--- config.mk ---
export PLATFORM = sky130hd
export DESIGN_NAME = matrix_c_uart_dump
export DESIGN_NICKNAME = d
export VERILOG_FILES = /design/src/rtl/matrix_c_uart_dump.sv
export SDC_FILE = /design/constraint.sdc
export NUM_CORES = 1
export LEC_CHECK = 0
export BUFFER_PORTS_ARGS = -buffer_cell sky130_fd_sc_hd__buf_4
export CAP_MARGIN = 20
export CORE_ASPECT_RATIO = 0.9
export CORE_UTILIZATION = 35
export DETAILED_ROUTE_END_ITERATION = 7
export PLACE_DENSITY_LB_ADDON = 0.25
export SYNTH_ARGS = -nofsm -noshare
export SYNTH_HDL_FRONTEND = slang
export SYNTH_SLANG_ARGS = --single-unit
--- constraint.sdc ---
create_clock -name clk -period 3.2 [get_ports clk]
set_input_delay 0.32 -clock clk [delete_from_list [all_inputs] [get_ports clk]]
set_output_delay 0.32 -clock clk [all_outputs]
set_load 0.02 [all_outputs]
--- src/rtl/matrix_c_uart_dump.sv ---
// Result-BRAM read-back: walks addresses 0..NUM_WORDS-1 and ships each 32-bit
// word over an 8N1 UART line, least-significant byte first.
//
// state     | meaning
// ----------+---------------------------------------------------------------
// IDLE      | line idle high, waiting for start
// RD_REQ    | one-cycle BRAM read strobe at the current word address
// RD_WAIT   | BRAM_LATENCY cycles until bram_dout is valid, then capture it
// LOAD      | pick the current byte of the held word into the shift register
// TX_START  | start bit (low) for CLKS_PER_BIT cycles
// TX_DATA   | eight data bits, LSB first, CLKS_PER_BIT cycles each
// TX_STOP   | stop bit (high); next byte or next word
// NEXT      | advance word index or finish
// DONE      | one-cycle done pulse, busy drops, address returns to 0
module matrix_c_uart_dump #(
   parameter int NUM_WORDS    = 16,
   parameter int ADDR_W       = 4,
   parameter int BRAM_LATENCY = 2,
   parameter int CLKS_PER_BIT = 868
) (
   input  logic              clk,
   input  logic              reset,
   input  logic              start,
   output logic              bram_en,
   output logic [ADDR_W-1:0] bram_addr,
   input  logic [31:0]       bram_dout,
   output logic              uart_tx,
   output logic              busy,
   output logic              done
);

   localparam int CNT_W = (CLKS_PER_BIT > 1) ? $clog2(CLKS_PER_BIT) : 1;
   localparam logic [CNT_W-1:0]  BIT_LAST  = CNT_W'(CLKS_PER_BIT - 1);
   localparam logic [2:0]        LAT_LAST  = 3'(BRAM_LATENCY - 1);
   localparam logic [ADDR_W-1:0] WORD_LAST = ADDR_W'(NUM_WORDS - 1);

   typedef enum logic [3:0] {
      S_IDLE,
      S_RD_REQ,
      S_RD_WAIT,
      S_LOAD,
      S_TX_START,
      S_TX_DATA,
      S_TX_STOP,
      S_NEXT,
      S_DONE
   } state_t;

   state_t            state, state_nxt;
   logic [CNT_W-1:0]  clk_cnt;
   logic [2:0]        lat_cnt;
   logic [2:0]        bit_idx;
   logic [1:0]        byte_idx;
   logic [ADDR_W-1:0] word_idx;
   logic [31:0]       holding;
   logic [7:0]        shift;
   logic              in_frame;
   logic              bit_end;
   logic              lat_end;

   assign in_frame = (state == S_TX_START) || (state == S_TX_DATA) || (state == S_TX_STOP);
   assign bit_end  = in_frame && (clk_cnt == BIT_LAST);
   assign lat_end  = (state == S_RD_WAIT) && (lat_cnt == LAT_LAST);

   always_ff @(posedge clk or negedge reset) begin
      if (!reset) begin
         state <= S_IDLE;
      end else begin
         state <= state_nxt;
      end
   end

   always_comb begin
      state_nxt = state;
      case (state)
         S_IDLE:     if (start) state_nxt = S_RD_REQ;
         S_RD_REQ:   state_nxt = S_RD_WAIT;
         S_RD_WAIT:  if (lat_end) state_nxt = S_LOAD;
         S_LOAD:     state_nxt = S_TX_START;
         S_TX_START: if (bit_end) state_nxt = S_TX_DATA;
         S_TX_DATA:  if (bit_end && (bit_idx == 3'd7)) state_nxt = S_TX_STOP;
         S_TX_STOP:  if (bit_end) state_nxt = (byte_idx == 2'd3) ? S_NEXT : S_LOAD;
         S_NEXT:     state_nxt = (word_idx == WORD_LAST) ? S_DONE : S_RD_REQ;
         S_DONE:     state_nxt = S_IDLE;
         default:    state_nxt = S_IDLE;
      endcase
   end

   always_ff @(posedge clk or negedge reset) begin
      if (!reset) begin
         clk_cnt  <= '0;
         lat_cnt  <= '0;
         bit_idx  <= '0;
         byte_idx <= '0;
         word_idx <= '0;
         holding  <= '0;
         shift    <= '0;
      end else begin
         // Bit timer restarts at every bit boundary so frames never drift.
         if (in_frame) begin
            clk_cnt <= bit_end ? '0 : clk_cnt + CNT_W'(1);
         end else begin
            clk_cnt <= '0;
         end

         if (state == S_RD_WAIT) begin
            lat_cnt <= lat_cnt + 3'd1;
         end else begin
            lat_cnt <= '0;
         end

         if (lat_end) begin
            holding  <= bram_dout;
            byte_idx <= '0;
         end else if ((state == S_TX_STOP) && bit_end && (byte_idx != 2'd3)) begin
            byte_idx <= byte_idx + 2'd1;
         end

         if (state == S_LOAD) begin
            shift <= holding[{byte_idx, 3'b000} +: 8];
         end else if ((state == S_TX_DATA) && bit_end) begin
            shift <= {1'b0, shift[7:1]};
         end

         if (state == S_TX_DATA) begin
            if (bit_end) bit_idx <= bit_idx + 3'd1;
         end else begin
            bit_idx <= '0;
         end

         // Word index doubles as the BRAM address and parks at 0 once done.
         if ((state == S_IDLE) && start) begin
            word_idx <= '0;
         end else if (state == S_NEXT) begin
            word_idx <= (word_idx == WORD_LAST) ? '0 : word_idx + ADDR_W'(1);
         end
      end
   end

   assign bram_en   = (state == S_RD_REQ);
   assign bram_addr = word_idx;
   assign busy      = (state != S_IDLE) && (state != S_DONE);
   assign done      = (state == S_DONE);

   always_comb begin
      uart_tx = 1'b1;
      if (state == S_TX_START) begin
         uart_tx = 1'b0;
      end else if (state == S_TX_DATA) begin
         uart_tx = shift[0];
      end
   end

endmodule

==> results.yml <==
status:
  status: "completed"
global_route:
  grt_overflow_total: 0
  first_global_vias: 2160
  grt_usage: 0.147
  antenna_found_initial: 0
  grt_max_degree: 67
  grt_pass1_wl_um: 10400
routing:
  vias: 2048
  ant_nets: 0
  drc_errors: 0
  drt-initial-drc-count: 67
  routed_wl_um: 6000
  via_per_inst: 4.90
  wire_per_inst_um: 14.3
  dr.pass1.iters: 4
power_and_ir_drop:
  p_per_area_nw_per_um2: 443
  p_clk_frac: 0.477
  switchingPower_uw: 365
  irDropWorstVdd_mv: 0.218
  p_leak_nw: 1.79
  p_comb_frac: 0.029
  internal_power_mw: 1.32
  power_mw: 1.69
  pwr-share-seq: 0.494
  sw_frac_of_total: 0.217
clock_network:
  clk_pin_slew_ns: 0.07
  clockBufferDepth: 2
  numCtsBuffers: 9
  htreeDepth: 3
  post-cts-setup-buffer-count: 0
  cts_tree: "built"
  clk_latency_ns: 0.35
  ctsHoldBuffers: 0
  cts_sinks: 66
  post_cts_resized: 0
  cts_root_buf: "clkbuf_8"
sta:
  setup_tns_ns: 0
  max_freq_mhz: 427
  finalSetupViolCount: 0
  fin_skew_ns: 0.00986
  rsz0062_at_grt: "false"
  worstMarginPinSlew_ns: 0.842
  min_period_ns: 2.34
  slew_headroom: 0.439
  drv_slew: 0
  hold_viol: 0
  fin_crit_sh: 0.732
synth:
  synth_nets: 293
  ys_types: 38
  syn_inst: 251
  synthArstFlopShare: 1.00
  synth_ff_type: "dfrtp_1"
  syn_area_um2: 3150
  seq_area_frac_synth: 0.525
  syn_avg_cell_area_um2: 12.5
  yosys_warnings: 0
  synth_edf_count: 0
  ys_ff_latch: 66
finish:
  fin_area_um2: 3800
  antennaDiodeCount: 0
  regArea_um2: 1650
  multi_input_area_um2: 1420
  drive_gt1_frac: 0.398
  fin_cells: 418
  final_util: 0.440
  final_nets: 336
  area_delta_synth_final_pct: 20.9
  fillers: 833
worst_setup_path:
  crit_chain: "or4b_2 -> nor2b_4 -> buf_4 -> mux2_2"
  critical_path_required_ns: 3.44
  crit_path_start_kind: "flop"
  crit_type: "reg -> reg"
  crit_start: "state[0]$_DFFE_PN0P_"
  crit_path_end_kind: "flop"
  path_max_fanout: 34
  slowest_stage: "or4b_2"
  crit_arrival_ns: 2.58
  max_stage_delay_ns: 0.80
  crit-reg2reg-launch: "state[0]$_DFFE_PN0P_"
place:
  hpwlAfterDp_um: 3950
  placedCellCount: 402
  io_buffers: 42
  gp_congestion: 0.773
  placed_cell_area_um2: 3580
floorplan:
  fp.dieArea_um2: 9380
  fp-row-count: 32
  initial_core_util: 0.364
  die_w_um: 102
  core_um2: 8650
  die_height_um: 92.0
  io_pins: 43
flow_run:
  max_cap_violations: 0
min_path:
  hp-class: "in -> async"
-- routing by layer --
| layer | share of wire | wire length [um] | up-vias | track usage |
|---|---|---|---|---|
| li1 | - | - | 988 | - |
| met1 | 0.49 | 2950 | 1019 | 0.199 |
| met2 | 0.46 | 2770 | 33 | 0.220 |
| met3 | 0.028 | 166 | 8 | 0.0297 |
| met4 | 0.018 | 106 | 0 | 0.0821 |
| met5 | 0 | 0 | - | 0 |
-- path summary, 6_finish.rpt --
| kind | endpoint | slack (ns) | cells past startpoint |
|---|---|---|---|
| worst max register to register | holding[11]$_DFFE_PN0P_ | 0.86 | 4 |
| worst min register to register | lat_cnt[0]$_DFF_PN0_ | 0.47 | 1 |
| max in group asynchronous | bit_idx[2]$_DFFE_PN0P_ | 2.58 | 1 |
| min in group clk | bram_addr[2]$_DFFE_PN0P_ | 0.16 | 2 |
| worst min-delay path | holding[31]$_DFFE_PN0P_ | 0.07 | 1 |
| worst max-delay path | holding[11]$_DFFE_PN0P_ | 0.86 | 4 |
-- worst max-delay path, delay by kind of cell (launching register included) --
kind,cells,cell delay [ns]
buffers and inverters,1,0.39
DFF,1,0.51
muxes,1,0.39
and+or+nand+nor,2,0.93
-- cells by family (layout without fill, tap and decap cells) --
| logic type | Yosys count | count (layout) | synth area share |
|---|---|---|---|
| XOR/XNOR | 10 | 10 | 0.0278 |
| AO/OA/AOI/OAI | 29 | 29 | 0.0572 |
| adder cells (fa/ha/maj) | 7 | 7 | 0.0278 |
| AND/OR/NAND/NOR | 65 | 65 | 0.110 |
| multiplexers | 55 | 55 | 0.225 |
| flip-flops | 66 | 66 | 0.525 |
| buffers and inverters | 19 | 67 | 0.0278 |
-- cell usage after synthesis (2+ instances only) --
| cell | number | area (um^2) |
|---|---|---|
| nand2_1 | 14 | 52.6 |
| mux2_2 | 46 | 518 |
| nor3_1 | 5 | 25.0 |
| buf_4 | 3 | 22.5 |
| dfrtp_1 | 66 | 1650 |
| a21oi_1 | 14 | 70.1 |
| nor2_1 | 16 | 60.1 |
| buf_2 | 4 | 20.0 |
| inv_1 | 6 | 22.5 |
| o21ai_0 | 7 | 35.0 |
| mux4_2 | 8 | 180 |
| nand2b_1 | 4 | 25.0 |
| nand3_1 | 5 | 25.0 |
| nor2b_1 | 4 | 25.0 |
| a21o_1 | 2 | 15.0 |
| clkbuf_1 | 5 | 18.8 |
| ha_1 | 7 | 87.6 |
| or3_1 | 5 | 31.3 |
| nand4_1 | 3 | 18.8 |
| xnor2_1 | 4 | 35.0 |
| xor2_1 | 6 | 52.6 |
-- power groups by stage --
| stage | sequential (mW) | combinational, mW | clock, mW |
|---|---|---|---|
| floorplan | 0.850 | 0.000379 | 0 |
| global placement | 0.850 | 0.0500 | 0 |
| detailed placement | 0.850 | 0.0503 | 0 |
| CTS | 0.833 | 0.0502 | 0.827 |
| global route | 0.833 | 0.0549 | 0.863 |
| finish | 0.833 | 0.0483 | 0.804 |
-- flip-flops by register name (all words and copies together), names as in the netlist --
name,count
state,4
clk_cnt,10
bram_addr,4
holding,32
byte_idx,2
lat_cnt,3
bit_idx,3
shift,8
-- cell usage in the layout (no fill, tap or decap), types with 2 or more instances in the layout --
cell type,instances
clkinv_4,2
nand2b_1,4
xnor2_1,4
o21ai_0,7
mux4_2,8
a21oi_1,14
or3_1,5
ha_1,7
nand4_1,3
inv_1,6
nor2b_1,3
dfrtp_1,66
a21o_1,2
buf_4,45
nor3_1,5
nand3_1,5
bufinv_16,2
clkbuf_8,10
xor2_1,6
nor2_1,16
mux2_2,46
nand2_1,14
-- metrics by stage --
stage / setup slack (ns) / hold slack [ns]
after global routing: 0.739 / 0.142
final: 0.856 / 0.0719
after CTS: 0.835 / 0.0978
after detailed placement: 0.857 / 0.476
after global placement: 0.881 / 0.470
after floorplan: 1.10 / 0.0244
-- cell type report --
type,instances,share of cell area
clock inverter,6,0.0237
clock buffer,10,0.0362
sequential,66,0.434
tap,119,0.0391
inverter,6,0.00592
timing repair buffer,45,0.0888
multi-input combinational,166,0.372
No activity file was read; power rests on OpenSTA's default activity.
